<file path="src/rtl/mux_sweep_pkg.sv">
// Shared types and helpers for the mux sweep/capture block.
package mux_sweep_pkg;

   typedef enum logic [1:0] {
      S_IDLE   = 2'd0,
      S_SETTLE = 2'd1,
      S_SAMPLE = 2'd2,
      S_DONE   = 2'd3
   } state_t;

   localparam int VOTE_N = 3;

   function automatic int cnt_width(input int settle);
      return $clog2(settle + 1);
   endfunction

endpackage

</file>
<file path="src/rtl/maj3_vote.sv">
// Combinational 2-of-3 majority vote over repeated samples of one mux input.
module maj3_vote (
   input  logic [2:0] bits,
   output logic       vote
);

   assign vote = (bits[0] & bits[1]) | (bits[0] & bits[2]) | (bits[1] & bits[2]);

endmodule

</file>
<file path="src/rtl/mux_sweep_capture.sv">
// Sweeps an 8:1 mux select, samples each settled output bit and returns the word with valid/ready.
// MUX_SWEEP_MAJORITY_EN: take 3 samples per select and keep their majority.
module mux_sweep_capture
   import mux_sweep_pkg::*;
#(
   parameter int SEL_W  = 3,
   parameter int NUM_IN = 8,
   parameter int SETTLE = 2
) (
   input  logic              clk,
   input  logic              rst_n,
   input  logic              start,
   input  logic              mux_out,
   output logic [SEL_W-1:0]  sel,
   output logic              busy,
   output logic [NUM_IN-1:0] dout,
   output logic              dout_valid,
   input  logic              dout_ready
);

   localparam int CNT_W = cnt_width(SETTLE);

   state_t           state;
   logic [CNT_W-1:0] cnt;
   logic             sample_bit;
   logic             last_sample;

`ifdef MUX_SWEEP_MAJORITY_EN
   // Older samples of the current select; the newest comes straight from mux_out.
   logic [VOTE_N-2:0] shreg;
   logic [1:0]        vcnt;

   maj3_vote u_vote (
      .bits ({shreg, mux_out}),
      .vote (sample_bit)
   );

   assign last_sample = (vcnt == 2'(VOTE_N - 1));
`else
   assign sample_bit  = mux_out;
   assign last_sample = 1'b1;
`endif

   always_ff @(posedge clk) begin
      if (!rst_n) begin
         state      <= S_IDLE;
         cnt        <= '0;
         sel        <= '0;
         busy       <= 1'b0;
         dout       <= '0;
         dout_valid <= 1'b0;
`ifdef MUX_SWEEP_MAJORITY_EN
         shreg      <= '0;
         vcnt       <= '0;
`endif
      end else begin
         case (state)
            S_IDLE: begin
               sel <= '0;
               if (start) begin
                  dout  <= '0;
                  busy  <= 1'b1;
                  cnt   <= '0;
                  state <= S_SETTLE;
               end
            end
            S_SETTLE: begin
               if (cnt == CNT_W'(SETTLE - 1)) begin
                  cnt   <= '0;
                  state <= S_SAMPLE;
               end else begin
                  cnt <= cnt + CNT_W'(1);
               end
            end
            S_SAMPLE: begin
`ifdef MUX_SWEEP_MAJORITY_EN
               shreg <= {shreg[VOTE_N-3:0], mux_out};
               vcnt  <= last_sample ? 2'd0 : vcnt + 2'd1;
`endif
               if (last_sample) begin
                  dout[sel] <= sample_bit;
                  if (sel == SEL_W'(NUM_IN - 1)) begin
                     busy       <= 1'b0;
                     dout_valid <= 1'b1;
                     state      <= S_DONE;
                  end else begin
                     sel   <= sel + SEL_W'(1);
                     cnt   <= '0;
                     state <= S_SETTLE;
                  end
               end
            end
            S_DONE: begin
               // start is deliberately not looked at here; requester retries in IDLE.
               if (dout_ready) begin
                  dout_valid <= 1'b0;
                  sel        <= '0;
                  state      <= S_IDLE;
               end
            end
            default: state <= S_IDLE;
         endcase
      end
   end

endmodule

</file>
<file path="config.mk">
export PLATFORM = sky130hd
export DESIGN_NAME = mux_sweep_capture
export DESIGN_NICKNAME = d
export VERILOG_FILES = /design/src/rtl/mux_sweep_pkg.sv /design/src/rtl/maj3_vote.sv /design/src/rtl/mux_sweep_capture.sv
export SDC_FILE = /design/constraint.sdc
export NUM_CORES = 1
export LEC_CHECK = 0
export BUFFER_PORTS_ARGS = -buffer_cell sky130_fd_sc_hd__buf_2
export CORE_MARGIN = 8
export CORE_UTILIZATION = 40
export CTS_BUF_LIST = sky130_fd_sc_hd__clkbuf_2
export CTS_CLUSTER_DIAMETER = 80
export DETAILED_ROUTE_END_ITERATION = 16
export PLACE_DENSITY = 0.72
export SLEW_MARGIN = 20
export SYNTH_ARGS = -nofsm -noshare
export SYNTH_HDL_FRONTEND = slang
export SYNTH_SLANG_ARGS = --single-unit
</file>
<file path="constraint.sdc">
create_clock -name clk -period 1.4 [get_ports clk]
set_clock_uncertainty 0.1 [all_clocks]
set_input_delay 0.07 -clock clk [delete_from_list [all_inputs] [get_ports clk]]
set_output_delay 0.07 -clock clk [all_outputs]
set_load 0.05 [all_outputs]
</file>
# [Word level (Yosys, flattened, before mapping)]
# Index checks and enable logic that the tools add are counted.
[word_totals] regBits=17 inputBits=5 out_inout_bits=13
[classes] n_addsub=2 n_lt_le_gt_ge=2 eq_ne=10 muxes=23 reduce_logical=12
[ops] op="8-bit case mux with 2 select lines" count=1
[ops] op="3-bit AND reduction" count=5
[ops] op="2-bit two-way mux" count=7
[ops] op="2-bit != test, second input constant" count=5
[ops] op="3-bit case mux with 3 select lines" count=1
[ops] op="8-bit bitwise mux" count=1
[ops] op="8-bit two-way mux" count=1
[ops] op="2-bit case mux with 4 select lines" count=1
[ops] op="3-bit two-way mux" count=2
[ops] op="2-bit case mux with 3 select lines" count=1
[ops] op="3-bit nonzero test" count=2
[ops] op="1-bit two-way mux" count=5
[ops] op="2-bit by 1-bit == test with 1-bit output, second input constant" count=2
[ops] op="2-bit == test, second input constant" count=2
[ops] op="3-bit by 4-bit < comparator with 1-bit output, second input constant" count=1
[ops] op="1-bit case mux with 2 select lines" count=2
[ops] op="2-bit nonzero test" count=2
[ops] op="3-bit by 1-bit adder with 3-bit output, second input constant" count=1
[ops] op="1-bit demux with 3-bit select" count=1
[ops] op="3-bit == test, second input constant" count=1
[ops] op="3-bit by 1-bit >= comparator with 1-bit output, second input constant" count=1
[ops] op="2-bit by 1-bit adder with 2-bit output, second input constant" count=1
[ops] op="2-bit zero test" count=1
[ops] op="2-bit AND reduction" count=1
[ops] op="1-bit logical AND" count=1

# [Logic depth before layout (Yosys ltp)]
[depth] ltp_word=6 mapped_depth=5 ltp_nobuf=5

# [Worst setup path after synthesis]
# No wires, ideal clock.
[synth_path] kind="register to register" start="register sel[2]" end="register dout[5]" setup_time_ns=0.063 arrival_ns=1.466 path_slack_ns=-0.228 stages_incl_launch_ff=5 period_less_slack_ns=1.628 path_cell_list="dfxtp_1 -> clkbuf_1 -> nand2_1 -> or3b_1 -> nand3_1"
[synth_via] elab_chain_len=6
[synth_lines] element="from (decl)" line="mux_sweep_capture.sv:14" source="output logic [SEL_W-1:0] sel,"
[synth_lines] element="from (signal assigned)" line="mux_sweep_capture.sv:87" source="sel <= sel + SEL_W'(1);"
[synth_lines] element="3-bit by 4-bit < comparator with 1-bit output (not written as such) or 3-bit by 1-bit >= comparator with 1-bit output (tied branches)" line="mux_sweep_capture.sv:81" source="dout[sel] <= sample_bit;"
[synth_lines] element="1-bit logical AND (not written as such)" line="mux_sweep_capture.sv:81"
[synth_lines] element="1-bit two-way mux (not written as such)" line="mux_sweep_capture.sv:81"
[synth_lines] element="1-bit demux with 3-bit select (*)" line="mux_sweep_capture.sv:81"
[synth_lines] element="8-bit bitwise mux (*)" line="mux_sweep_capture.sv:81"
[synth_lines] element="8-bit case mux with 2 select lines (*)" line="mux_sweep_capture.sv:57" source="case (state)"
[synth_lines] element="to (signal, indexed assignment)" line="mux_sweep_capture.sv:81"
[synth_lines] element="to (decl)" line="mux_sweep_capture.sv:16" source="output logic [NUM_IN-1:0] dout,"
# Mark *: on every way between the ends. The rest lies on a longest branch, timed or not.
# A chain may end at the register's enable or synchronous reset.

# [Final worst setup path]
[layout_path] start="register sel[0]" end="register sel[1]"
[layout_via] elab_chain_len=3
[layout_lines] element="3-bit by 1-bit adder with 3-bit output or 3-bit == test (tied branches)" line="mux_sweep_capture.sv:87, mux_sweep_capture.sv:82"
[layout_lines] element="3-bit two-way mux or 2-bit != test (tied branches)"
[layout_lines] element="3-bit case mux with 3 select lines or 3-bit AND reduction (tied branches)"
# Parallel ways exist; a longest one is shown, timed or not. The select of a mux whose other input is x is not followed.

==> results.txt <==
----------------------------------------------------
[Run status]
  Status ... completed

[Route]
  Detailed Route Iter0 Violations ... 23
  Antenna-violating nets left ... 0
  Highest routing layer actually used ... met4
  Routed wl met2 ... 1080 um
  Met1 wire length ... 1020 um
  Final routed DRC violation total ... 0
  Routed WL ... 2190 um
  Iteration count of the initial detailed-routing pass ... 4
  Vias post-DR ... 866
  Total met3 wirelength after detailed routing ... 88 um
  Via count normalized by instance count ... 5.52
  Drt wl/cell ... 14.0 um

[Floorplanning]
  Boundary Pins ... 18
  Width of the chip ... 63.0 um
  Effective utilization at floorplan ... 41.1%
  Die footprint ... 3970 um2
  Vert. Die Dim ... 63.0 um
  Area of the core ... 2150 um2
  Number of core rows ... 17

[Global routing]
  Pin count of the biggest net entering global routing ... 15
  Global-route total usage across every layer ... 11.6%
  Number of antenna violations at the first check in global routing ... 0
  Number of global-route vias before repair ... 885
  Total congestion overflow after global routing ... 0
  First-pass GRT wire length ... 3910 um

[Logic synthesis]
  Cells after Synth ... 108
  Sequential fraction of the synthesis area ... 38.5%
  Commonest cells in the synthesized netlist ... 17 x sky130_fd_sc_hd__dfxtp_1, 17 x sky130_fd_sc_hd__nand2_1, 8 x sky130_fd_sc_hd__o2111ai_1
  Unique cell type count in the Yosys netlist ... 32
  Mean cell area of the mapped netlist ... 8.18 um2
  Post-Synthesis Cell Area ... 883 um2
  Synth warnings ... 0
  Share of Yosys cell area claimed by the top area cell type ... 38.5%
  Cell accounting for the most synthesized area ... sky130_fd_sc_hd__dfxtp_1
  Post-synth ARST share ... 0%
  Synth Register Bits ... 17
  Dominant cells by area after synthesis ... sky130_fd_sc_hd__dfxtp_1 39%, sky130_fd_sc_hd__o2111ai_1 7.9%, sky130_fd_sc_hd__nand2_1 7.2%
  Count of flip-flops with a built-in enable after synthesis ... 0
  Top_reg_cell synth ... sky130_fd_sc_hd__dfxtp_1
  Synth Net Count ... 115

[Power and ir drop]
  Cell internal power dissipation ... 0.627 mW
  Static leakage ... 0.460 nW
  Worst VDD drop ... 484 uV
  Power density normalized to cell area ... 796 nW/um2
  Part of the total power dissipated in the clock network ... 25.4%
  Flop pwr share ... 57.0%
  Switching share of power ... 29.0%
  Combinational share of power ... 17.6%
  Switching pwr ... 0.256 mW

[Placement]
  Total half-perimeter wirelength after legalization and detailed placement ... 1610 um
  Count of input and output buffers ... 17
  Post-placement worst setup slack ... -0.00612 ns
  RD Place Congestion ... 0.805

[Setup path]
  Reg2reg start ... sel[0]
  Critical Path Sink Type ... register
  Crit path launch type ... register
  Critical Path RT ... 1.49 ns
  Capture point of the worst path ... sel[1]
  Launch point of the worst path ... sel[0]
  Register-to-Register Setup Slack ... 0.02 ns
  RR Endpoint ... sel[1]
  Category of the critical setup timing path ... register to register
  CP arrival ... 1.47 ns
  CP Max Fanout ... 5
  Worst Reg-to-Reg Cells ... 5

[STA]
  Highest clock rate ... 0.724 GHz
  Endpoints failing hold ... 0
  Post-route worst hold slack ... 0.0531 ns
  Final setup violation count ... 0
  Max-slew violation count ... 0
  Share of the cycle needed by the critical path after routing ... 98.6%
  Transition time at the pin with the least slew margin ... 0.306 ns
  Minimum clock period after layout ... 1.38 ns
  Relative max-transition margin ... 79.6%
  Min setup slack post-route ... 0.0197 ns

[Clocking]
  Buffer levels on the longest clock path ... 2
  Clock tree from TritonCTS ... done
  Number of buffers created by CTS ... 3
  TritonCTS Sinks ... 17
  Clock latency reported for the late side of the worst-skew pair ... 0.29 ns
  CTS H-tree lvls ... 1
  CTS Root Buffer Type ... sky130_fd_sc_hd__clkbuf_2
  Clock transition time at the flip-flop clock pins of the worst setup and hold paths ... 0.15 ns

[Cells and area]
  Area growth from synthesis to layout ... 25.6%
  Fraction of the core area covered by cells at the end of the flow ... 51.7%
  Post-layout nets ... 137
  Number of fillers in the final layout ... 218
  Number of antenna diodes ... 0
  Layout cells sized above 1 ... 33.3%

[Flow run]
  # Max-Cap Violations ... 0

[Hold path]
  Tightest Hold Check Type ... primary input to register

----------------------------------------------------
cell families after synthesis:
group,share of synthesized area [%]
simple gates,29.6
compound gates,22.0
flops,38.5
buf+inv,6.09
fa+ha+maj,2.83
xor+xnor,0.992
worst max-delay path, cell delays in order, from the launching register on:
cell and delay (ns):
sky130_fd_sc_hd__dfxtp_4 0.37, sky130_fd_sc_hd__ha_2 0.19, sky130_fd_sc_hd__ha_4 0.18, sky130_fd_sc_hd__and3b_2 0.24, sky130_fd_sc_hd__o21ai_2 0.12, sky130_fd_sc_hd__a21oi_1 0.07
stage by stage:
step | std cells | cell area, um2 | total power [mW] | setup TNS (ns)
2_1_floorplan | 108 | 901 | 0.615 | -0.0229
3_3_place_gp | 152 | 1040 | 0.657 | 0
6_report | 157 | 1110 | 0.884 | 0
5_1_grt | 157 | 1110 | 0.930 | -0.0322
3_5_place_dp | 152 | 1040 | 0.661 | -0.00612
4_1_cts | 157 | 1070 | 0.890 | 0
worst min-delay path by stage:
stage | cells past startpoint | start | slack, ns | to
6_report | 4 | start | 0.05 | cnt[0]
3_3_place_gp | 3 | dout_ready | 0.29 | state[1]
3_5_place_dp | 3 | dout_ready | 0.30 | state[1]
4_1_cts | 4 | start | 0.04 | cnt[0]
2_1_floorplan | 2 | dout_ready | 0.17 | state[1]
5_1_grt | 4 | start | 0.07 | cnt[0]
layout make-up:
cell class / count / area [um2] / share of cell area (%)
multi-input combinational: 79 / 537 / 48.4
clock buffer: 4 / 20.0 / 1.80
tap: 28 / 35.0 / 3.16
inverter: 3 / 11.3 / 1.01
timing repair buffer: 26 / 155 / 14.0
sequential: 17 / 352 / 31.7
layout by cell type (no fill, tap or decap), types with 4 or more instances in the layout:
cell | Yosys | layout
sky130_fd_sc_hd__o2111ai_1 | 8 | 8
sky130_fd_sc_hd__dfxtp_1 | 17 | 14
sky130_fd_sc_hd__buf_4 | 1 | 8
sky130_fd_sc_hd__nand2_1 | 17 | 17
sky130_fd_sc_hd__nand2b_1 | 7 | 7
sky130_fd_sc_hd__buf_2 | 4 | 17
sky130_fd_sc_hd__nand3_1 | 6 | 6
sky130_fd_sc_hd__a21oi_1 | 7 | 6
sky130_fd_sc_hd__clkbuf_2 | 0 | 4
registers in the layout, indices dropped and copies added (netlist names):
| register | cells |
|---|---|
| cnt | 2 |
| state | 2 |
| sel | 3 |
| dout | 8 |
| busy | 1 |
| dout_valid | 1 |
routing by layer:
layer	GRT usage, %	up-vias
met1	14.2	410
li1	-	441
met4	4.27	0
met5	0	-
met3	3.05	2
met2	18.8	13
power groups by stage:
stage,logic [mW],registers [mW],clock network [mW]
2_1_floorplan,0.0780,0.537,0
3_3_place_gp,0.143,0.514,0
3_5_place_dp,0.145,0.515,0
4_1_cts,0.148,0.505,0.236
5_1_grt,0.173,0.506,0.252
6_report,0.155,0.504,0.225
timing repair:
action,4_1_cts,5_1_grt
hold buffers,1,0
resized for setup,3,12
buffers inserted,0,0
pin swaps,0,3
endpoints found under the setup margin,3,10
hold endpoints to repair,2,0
(Power assumes the default switching activity.)
